**src/rtl/axil_str_pkg.sv**
```systemverilog
// -----------------------------------------------------------------------------
// axil_str_pkg
// Shared definitions for the stream arbitration path:
//   arb_state_t - arbiter FSM state encoding (IDLE / GRANT)
//   tid_width() - width of the source-index (TID) field for a given source count
// -----------------------------------------------------------------------------
package axil_str_pkg;

    typedef enum logic [0:0] {
        ST_IDLE  = 1'b0,
        ST_GRANT = 1'b1
    } arb_state_t;

    // A single source still needs a 1-bit TID so the port never collapses to
    // zero width.
    function automatic int tid_width(input int num_src);
        return (num_src <= 2) ? 1 : $clog2(num_src);
    endfunction

endpackage

```
**src/rtl/axis_skid_buffer.sv**
```systemverilog
// -----------------------------------------------------------------------------
// axis_skid_buffer
// Two-entry stream buffer: an output register plus one skid register.
// Handshake: a beat moves on either side only in a cycle where valid and ready
// are both high at the rising edge; a valid beat is held stable until taken.
// Ports:
//   aclk, aresetn  - clock, asynchronous active-low reset
//   s_data/s_valid - upstream beat in
//   s_ready        - high while the skid register is empty
//   m_data/m_valid - registered beat out
//   m_ready        - downstream ready
// -----------------------------------------------------------------------------
module axis_skid_buffer #(
    parameter int DATA_W = 32
) (
    input  logic              aclk,
    input  logic              aresetn,
    input  logic [DATA_W-1:0] s_data,
    input  logic              s_valid,
    output logic              s_ready,
    output logic [DATA_W-1:0] m_data,
    output logic              m_valid,
    input  logic              m_ready
);

    logic [DATA_W-1:0] out_data;
    logic              out_valid;
    logic [DATA_W-1:0] skid_data;
    logic              skid_valid;

    // Upstream may only push while there is somewhere to park a stalled beat.
    assign s_ready = ~skid_valid;
    assign m_data  = out_data;
    assign m_valid = out_valid;

    always_ff @(posedge aclk or negedge aresetn) begin
        if (!aresetn) begin
            out_data   <= '0;
            out_valid  <= 1'b0;
            skid_data  <= '0;
            skid_valid <= 1'b0;
        end else if (!out_valid || m_ready) begin
            // Output register is free this cycle: refill from the skid entry
            // first (it is older), otherwise straight from the input.
            if (skid_valid) begin
                out_data   <= skid_data;
                out_valid  <= 1'b1;
                skid_valid <= 1'b0;
            end else begin
                out_valid <= s_valid;
                if (s_valid) begin
                    out_data <= s_data;
                end
            end
        end else if (s_valid && !skid_valid) begin
            // Output stalled: absorb the in-flight beat into the skid entry.
            skid_data  <= s_data;
            skid_valid <= 1'b1;
        end
    end

endmodule

```
**src/rtl/axis_rr_arbiter.sv**
```systemverilog
// -----------------------------------------------------------------------------
// axis_rr_arbiter
// Round-robin arbiter that merges NUM_SRC stream producers onto one stream.
// A grant lasts up to BURST_LEN beats, or until the granted source drops valid;
// each new arbitration spends one IDLE cycle. Beats pass through a two-entry
// skid buffer and carry their source index on m_axis_tid.
// Handshake: a beat transfers on a port only when tvalid and tready are both
// high at the rising edge of aclk; tvalid/tdata/tid hold while tready is low.
// Ports:
//   aclk, aresetn   - clock, asynchronous active-low reset
//   s_axis_tdata    - packed producer data, source i in slice i
//   s_axis_tvalid   - per-source valid
//   s_axis_tready   - per-source ready (only the granted source may be high)
//   m_axis_tdata    - arbitrated data
//   m_axis_tvalid   - arbitrated valid
//   m_axis_tready   - downstream ready
//   m_axis_tid      - source index of the current m_axis beat
//   busy            - FSM is in GRANT (doubles as the FSM state view)
// -----------------------------------------------------------------------------
module axis_rr_arbiter
    import axil_str_pkg::*;
#(
    parameter int AXI_DATA_WIDTH = 32,
    parameter int NUM_SRC        = 2,
    parameter int BURST_LEN      = 4
) (
    input  logic                              aclk,
    input  logic                              aresetn,
    input  logic [NUM_SRC*AXI_DATA_WIDTH-1:0] s_axis_tdata,
    input  logic [NUM_SRC-1:0]                s_axis_tvalid,
    output logic [NUM_SRC-1:0]                s_axis_tready,
    output logic [AXI_DATA_WIDTH-1:0]         m_axis_tdata,
    output logic                              m_axis_tvalid,
    input  logic                              m_axis_tready,
    output logic [tid_width(NUM_SRC)-1:0]     m_axis_tid,
    output logic                              busy
);

    localparam int TID_W = tid_width(NUM_SRC);
    localparam int CNT_W = $clog2(BURST_LEN + 1);
    localparam int BUF_W = AXI_DATA_WIDTH + TID_W;

    arb_state_t                state;
    logic [TID_W-1:0]          grant;
    logic [TID_W-1:0]          last_grant;
    logic [CNT_W-1:0]          beat_cnt;

    logic                      rr_found;
    logic [TID_W-1:0]          rr_pick;
    logic                      sel_valid;
    logic [AXI_DATA_WIDTH-1:0] sel_data;
    logic                      buf_s_valid;
    logic                      buf_s_ready;
    logic                      beat_hs;

    // Round-robin search: first valid source starting just above last_grant.
    always_comb begin
        rr_found = 1'b0;
        rr_pick  = '0;
        for (int k = 1; k <= NUM_SRC; k++) begin
            for (int i = 0; i < NUM_SRC; i++) begin
                if (!rr_found && (i == (int'(last_grant) + k) % NUM_SRC)
                    && s_axis_tvalid[i]) begin
                    rr_found = 1'b1;
                    rr_pick  = TID_W'(i);
                end
            end
        end
    end

    // Granted-source mux.
    always_comb begin
        sel_valid = 1'b0;
        sel_data  = '0;
        for (int i = 0; i < NUM_SRC; i++) begin
            if (grant == TID_W'(i)) begin
                sel_valid = s_axis_tvalid[i];
                sel_data  = s_axis_tdata[i*AXI_DATA_WIDTH +: AXI_DATA_WIDTH];
            end
        end
    end

    // Only the granted source sees ready, and only while the skid entry is free.
    always_comb begin
        s_axis_tready = '0;
        if (state == ST_GRANT) begin
            for (int i = 0; i < NUM_SRC; i++) begin
                s_axis_tready[i] = (grant == TID_W'(i)) && buf_s_ready;
            end
        end
    end

    assign buf_s_valid = (state == ST_GRANT) && sel_valid;
    assign beat_hs     = buf_s_valid && buf_s_ready;
    assign busy        = (state == ST_GRANT);

    always_ff @(posedge aclk or negedge aresetn) begin
        if (!aresetn) begin
            state      <= ST_IDLE;
            grant      <= '0;
            last_grant <= TID_W'(NUM_SRC - 1);  // source 0 wins first
            beat_cnt   <= '0;
        end else begin
            case (state)
                ST_IDLE: begin
                    if (rr_found) begin
                        grant    <= rr_pick;
                        beat_cnt <= '0;
                        state    <= ST_GRANT;
                    end
                end
                ST_GRANT: begin
                    if (!sel_valid) begin
                        // Source went quiet: release early.
                        state      <= ST_IDLE;
                        last_grant <= grant;
                    end else if (beat_hs) begin
                        beat_cnt <= beat_cnt + 1'b1;
                        if (beat_cnt == CNT_W'(BURST_LEN - 1)) begin
                            state      <= ST_IDLE;
                            last_grant <= grant;
                        end
                    end
                end
                default: state <= ST_IDLE;
            endcase
        end
    end

    axis_skid_buffer #(
        .DATA_W (BUF_W)
    ) u_skid (
        .aclk    (aclk),
        .aresetn (aresetn),
        .s_data  ({grant, sel_data}),
        .s_valid (buf_s_valid),
        .s_ready (buf_s_ready),
        .m_data  ({m_axis_tid, m_axis_tdata}),
        .m_valid (m_axis_tvalid),
        .m_ready (m_axis_tready)
    );

endmodule
```
**config.mk**
```make
export PLATFORM = sky130hd
export DESIGN_NAME = axis_rr_arbiter
export DESIGN_NICKNAME = d
export VERILOG_FILES = /design/src/rtl/axil_str_pkg.sv /design/src/rtl/axis_skid_buffer.sv /design/src/rtl/axis_rr_arbiter.sv
export SDC_FILE = /design/constraint.sdc
export NUM_CORES = 1
export LEC_CHECK = 0
export BUFFER_PORTS_ARGS = -buffer_cell sky130_fd_sc_hd__buf_4
export CAP_MARGIN = 15
export CORE_AREA = 2 2 97 117
export CTS_CLUSTER_SIZE = 24
export DETAILED_ROUTE_END_ITERATION = 8
export DIE_AREA = 0 0 99 119
export PLACE_DENSITY_LB_ADDON = 0.2
export SLEW_MARGIN = 15
export SYNTH_ARGS = -nofsm -noshare
export SYNTH_HDL_FRONTEND = slang
export SYNTH_SLANG_ARGS = --single-unit
```
**constraint.sdc**
```tcl
create_clock -name aclk -period 1.6 [get_ports aclk]
set_clock_uncertainty 0.05 [all_clocks]
set_input_delay 0.08 -clock aclk [delete_from_list [all_inputs] [get_ports aclk]]
set_output_delay 0.08 -clock aclk [all_outputs]
set_load 0.005 [all_outputs]
```
==> Word level (Yosys, flattened, before mapping) <==
Cells that the tools add are included.
W data, S select, Z words.
{ "op_classes": {"eq_ne": 8, "add_sub_neg": 3, "mux": 27, "n_lt_le_gt_ge": 0, "n_reduce_logical": 27, "n_div": 0, "shift": 0, "bitwise": 6, "n_mul": 0} }
{ "ops": {"columns": ["op", "n"], "rows": [
  ["$mux W33", 2],
  ["$logic_not A32 Y1", 2],
  ["$mux W32", 1],
  ["$mux W1", 18],
  ["$logic_and A1 B1 Y1", 12],
  ["$mux W3", 3],
  ["$ne A2 B1 Y1 const B", 4],
  ["$pmux W3 S2", 1],
  ["$reduce_and A2 Y1", 3],
  ["$reduce_and A3 Y1", 2],
  ["$logic_not A1 Y1", 5],
  ["$eq A2 B2 Y1 const A", 2],
  ["$not A1 Y1", 4],
  ["$reduce_bool A2 Y1", 2],
  ["$add A3 B1 Y3 const B", 1],
  ["$eq A3 B2 Y1 const B", 1],
  ["$add A1 B1 Y1 const B", 2],
  ["$and A1 B1 Y1 const A", 2],
  ["$mux W2", 1],
  ["$ne A2 B2 Y1 const B", 1],
  ["$pmux W1 S2", 1],
  ["$logic_or A1 B1 Y1", 1]
]} }
{ "word_totals": {"ramBits": 0, "output_inout_bits": 37, "mem_count": 0, "latchBits": 0, "wordCells": 79, "rom_bits": 0, "regBits": 74} }

==> Longest topological paths before layout <==
{ "logic_depth": {"depth_word": 19, "ltp_mapped": 6, "ltp_nobuf": 6} }

==> By module <==
A second synthesis with hierarchy kept.
{ "unflattened": {"cells_unflattened": 256, "hier_area_um2": 3711.1} }
{ "modules_own_cells": {"columns": ["mod", "seq_area_each_um2", "instances", "cells_per_inst", "area_per_inst_um2"], "rows": [
  ["axis_skid_buffer", 1701.6, 1, 185, 2976.6],
  ["axis_rr_arbiter", 151.4, 1, 71, 734.5]
]} }

==> Worst setup path before layout <==
OpenSTA, ideal clock, no wires.
{ "synth_timing": {"path_type": "reg-to-reg", "startpoint": "reg u_skid.skid_valid", "endpoint": "reg u_skid.skid_data[10]", "slack_ns": -0.091, "path_stages_with_launch": 6, "t_required_ns": 1.425, "arrival_ns": 1.516, "cell_sequence": "dfrtp_1 -> clkbuf_1 -> nand2b_1 -> nor3_4 -> buf_4 -> mux2_2"} }
{ "synth_between": {"elab_chain_cells": 3} }
{ "synth_lines": {"columns": ["item", "line_no", "source"], "rows": [
  ["from (decl)", "axis_skid_buffer.sv:29", "logic skid_valid;"],
  ["from (signal assigned)", "axis_skid_buffer.sv:41", "skid_valid <= 1'b0;"],
  ["from (signal assigned)", "axis_skid_buffer.sv:48", "skid_valid <= 1'b0;"],
  ["from (signal assigned)", "axis_skid_buffer.sv:58", "skid_valid <= 1'b1;"],
  ["$logic_not A1 Y1", "axis_skid_buffer.sv:55", "end else if (s_valid && !skid_valid) begin"],
  ["$logic_and A1 B1 Y1", "axis_skid_buffer.sv:55", null],
  ["$reduce_and A2 Y1 (no line)", null, null],
  ["to (signal assigned)", "axis_skid_buffer.sv:57", "skid_data <= s_data;"],
  ["to (decl)", "axis_skid_buffer.sv:28", "logic [DATA_W-1:0] skid_data;"]
]} }
No other way between the ends.
A chain may end at the register's enable or synchronous reset.

==> Final worst setup path <==
{ "layout_timing": {"startpoint": "reg u_skid.skid_valid", "endpoint": "reg u_skid.skid_data[18]"} }
Same word-level chain as after synthesis.

==> Implementation_results.wiki <==
{| class="wikitable"
! Metric !! Value
|-
| Drt first-iter violations || 115
|-
| Seq/Total Area, Yosys || 0.508
|-
| Initial standard-cell utilization of the core || 0.339
|-
| Synth-to-Final Area Change || 40.8%
|-
| Final count of negative-setup-slack endpoints || 0
|-
| Number of top-level pins || 106
|-
| Filler cell count || 979
|-
| DRC errors left || 0
|-
| Maximum net fanout on the critical path || 8
|-
| Clock tree from TritonCTS || yes
|-
| CP Class || register to register
|-
| Clock-pin slew on the worst setup and hold paths || 0.06 ns
|-
| Vias || 3115
|-
| Pin slew with the least headroom to its limit || 0.626 ns
|-
| Syn Inst Count || 338
|-
| Power per unit of standard cell area || 1980 nW/µm²
|-
| Hpwl dp || 6.37 mm
|-
| Post-synth top area cell || sky130_fd_sc_hd__dfrtp_1
|-
| Max Clock Freq || 633 MHz
|-
| End-of-flow core utilization || 0.477
|-
| Most common library cells after synthesis || sky130_fd_sc_hd__nor3_1 (99), sky130_fd_sc_hd__dfrtp_1 (73), sky130_fd_sc_hd__mux2_2 (66)
|-
| Summed area of non-filler cells in the final layout || 5130 µm²
|-
| Routability cong. || 0.742
|-
| Final routed wirelength across all metal layers || 9.83 mm
|-
| Number of enable-type register cells in the synthesized netlist || 0
|-
| Master of the slowest instance on the critical path || sky130_fd_sc_hd__dfrtp_2
|-
| Sequence of cells on the critical path || nand2b_4, nor3_4, buf_6, buf_8, mux2_2
|-
| Inserted Diodes || 0
|-
| Max Slew Vio Count || 0
|-
| Number of global-route vias before repair || 3028
|-
| CP Data Required Time || 1.77 ns
|-
| Total track usage || 0.166
|-
| Post-synth design cell area || 3650 µm²
|-
| Result of the run || completed
|-
| Number of vias per cell || 5.31
|-
| Top FF cell, synth || sky130_fd_sc_hd__dfrtp_1
|-
| Distinct cells, synth || 21
|-
| Cell with the most instances after synthesis || sky130_fd_sc_hd__nor3_1
|-
| Crit-path max cell delay || 0.42 ns
|-
| Critical path's top delay family || flip-flops
|-
| Signal arrival time at the worst endpoint || 1.75 ns
|-
| Leakage Power || 2.23 nW
|-
| Maximum vdd drop || 774 µV
|-
| Pre-Repair DR Iteration Count || 4
|-
| Cts bufs inserted || 9
|-
| Final net count || 522
|-
| WP buf/inv || 2
|-
| Share of flip-flops with an asynchronous set or reset || 1.00
|-
| Final hold vios || 0
|-
| Total of flip-flops plus latches after synthesis || 74
|-
| Fraction of layout instances using a drive strength above 1 || 0.499
|-
| Post-Syn Nets || 409
|-
| Die outline width || 99 µm
|-
| Kind of capture point of the worst setup path || register
|-
| Global-route wire length before repair || 15.5 mm
|-
| Worst skew pair latency || 0.33 ns
|-
| Time the final worst path needs with I/O delays and setup || 1.58 ns
|-
| Max-cap violations || 0
|-
| Site Rows || 42
|-
| Root Driver || sky130_fd_sc_hd__clkbuf_16
|-
| Number of synthesis warnings || 0
|-
| Total power || 10.2 mW
|-
| Maximum number of pins on one net before global-route repair || 70
|-
| Bufs on Longest Clock Path || 2
|-
| CORE AREA || 10800 µm²
|-
| Post-place instance area || 4660 µm²
|-
| Residual overflow from global routing || 0
|-
| DIE AREA || 11800 µm²
|-
| Top-area cell type share of the netlist area || 0.501
|-
| Type of the worst min-delay path || input pin to register
|-
| Count of buffers inserted at the top-level ports || 105
|-
| Type of element launching the critical path || register
|-
| Setup repair after global routing missed its margin || yes
|-
| Post-Syn Area per Cell || 10.8 µm²
|-
| Worst max-slew margin expressed relative to the limit || 0.582
|-
| Cells taking the most area after synthesis || sky130_fd_sc_hd__dfrtp_1 (50%), sky130_fd_sc_hd__mux2_2 (20%), sky130_fd_sc_hd__nor3_1 (14%), sky130_fd_sc_hd__o22ai_1 (5.7%), sky130_fd_sc_hd__buf_2 (1.6%)
|-
| Number of antenna violations at the first check in global routing || 0
|-
| CTS H-tree lvls || 3
|-
| Total number of clock tree sinks || 74
|-
| Overall die height || 119 µm
|-
| Average detailed-routed wire length per instance || 16.8 µm
|-
| Antenna viol nets, final || 0
|-
| Share of the clock period used by the worst path || 0.988
|}
==> cell usage in the layout (no fill, tap or decap), types with 2 or more instances in the layout <==
cell type	instances
sky130_fd_sc_hd__nor3_2	11
sky130_fd_sc_hd__nor2_1	4
sky130_fd_sc_hd__nor3_1	88
sky130_fd_sc_hd__ha_1	2
sky130_fd_sc_hd__a21oi_1	3
sky130_fd_sc_hd__o22ai_1	33
sky130_fd_sc_hd__mux2i_1	2
sky130_fd_sc_hd__nand2_1	10
sky130_fd_sc_hd__clkbuf_16	9
sky130_fd_sc_hd__buf_12	5
sky130_fd_sc_hd__inv_1	4
sky130_fd_sc_hd__dfrtp_1	71
sky130_fd_sc_hd__dfrtp_2	2
sky130_fd_sc_hd__buf_8	4
sky130_fd_sc_hd__mux2_2	65
sky130_fd_sc_hd__dlygate4sd3_1	2
sky130_fd_sc_hd__clkbuf_8	2
sky130_fd_sc_hd__o21ai_0	4
sky130_fd_sc_hd__buf_4	113
sky130_fd_sc_hd__clkbuf_1	2
sky130_fd_sc_hd__buf_6	7
==> worst register-to-register path, delay by kind of cell, from the launching register on <==
kind	cells	cell delay, ns
flip-flops	1	0.42
AND/OR/NAND/NOR	2	0.36
multiplexers	1	0.33
buffers and inverters	2	0.28
==> registers in the layout, indices dropped and copies added (netlist names) <==
register	count
beat_cnt	3
busy	1
grant	1
last_grant	1
u_skid.m_data	33
u_skid.m_valid	1
u_skid.skid_data	33
u_skid.skid_valid	1
==> path summary, 6_finish.rpt <==
| path | start | cells after the start | endpoint | slack, ns |
|---|---|---|---|---|
| setup / recovery | u_skid.skid_valid | 5 | u_skid.skid_data[18] | 0.02 |
| hold / removal | s_axis_tvalid[0] | 3 | last_grant | 0.05 |
| setup reg to reg | u_skid.skid_valid | 5 | u_skid.skid_data[18] | 0.02 |
| hold reg to reg | beat_cnt[0] | 1 | beat_cnt[0] | 0.44 |
| max in group asynchronous | aresetn | 3 | u_skid.skid_data[9] | 0.64 |
| min in group asynchronous | aresetn | 2 | busy | 0.26 |
==> report_power, final <==
group / internal [mW] / total (mW) / switching (mW)
clock: 1.12 / 1.86 / 0.736
combinational: 2.62 / 4.72 / 2.10
sequential: 2.86 / 3.58 / 0.718
==> what timing repair did <==
item / CTS / global route
gates resized for setup: 6 / 30
cloned: 2 / 0
hold endpoints to repair: 44 / 0
pin swaps: 1 / 0
setup endpoints to repair: 67 / 67
hold buffers: 2 / 0
buffers inserted: 3 / 0
==> metrics by stage <==
step	setup TNS, ns	hold slack (ns)	setup WS (ns)	std cells
after floorplan	-0.613	-0.266	-0.0204	338
after global placement	-5.29	0.0858	-0.135	565
after detailed placement	-7.15	0.0851	-0.195	565
after CTS	-0.117	0.0318	-0.0170	587
after global routing	-0.617	0.0523	-0.0398	587
final	0	0.0459	0.0194	587
==> layer usage <==
layer | track usage | wire, µm | vias to the layer above
met2 | 0.268 | 4790 | 98
met5 | 0 | 0 | -
met4 | 0.0788 | 217 | 0
li1 | - | - | 1484
met3 | 0.0411 | 566 | 17
met1 | 0.209 | 4260 | 1516
==> layout make-up <==
class	instances	area [µm²]	area share
Sequential cell	74	1860	0.361
Multi-Input combinational cell	231	1720	0.335
Timing Repair Buffer	131	1110	0.216
Clock buffer	13	260	0.0507
Tap cell	132	165	0.0322
Inverter	4	15.0	0.00292
Clock inverter	2	12.5	0.00244
==> kinds of logic after synthesis <==
group           share of synthesized area
mux                                 0.212
fa+ha+maj                         0.00686
buf+inv                            0.0412
compound gates                     0.0690
simple gates                        0.163
flops                               0.508
Power figures use the tool's default switching activity.
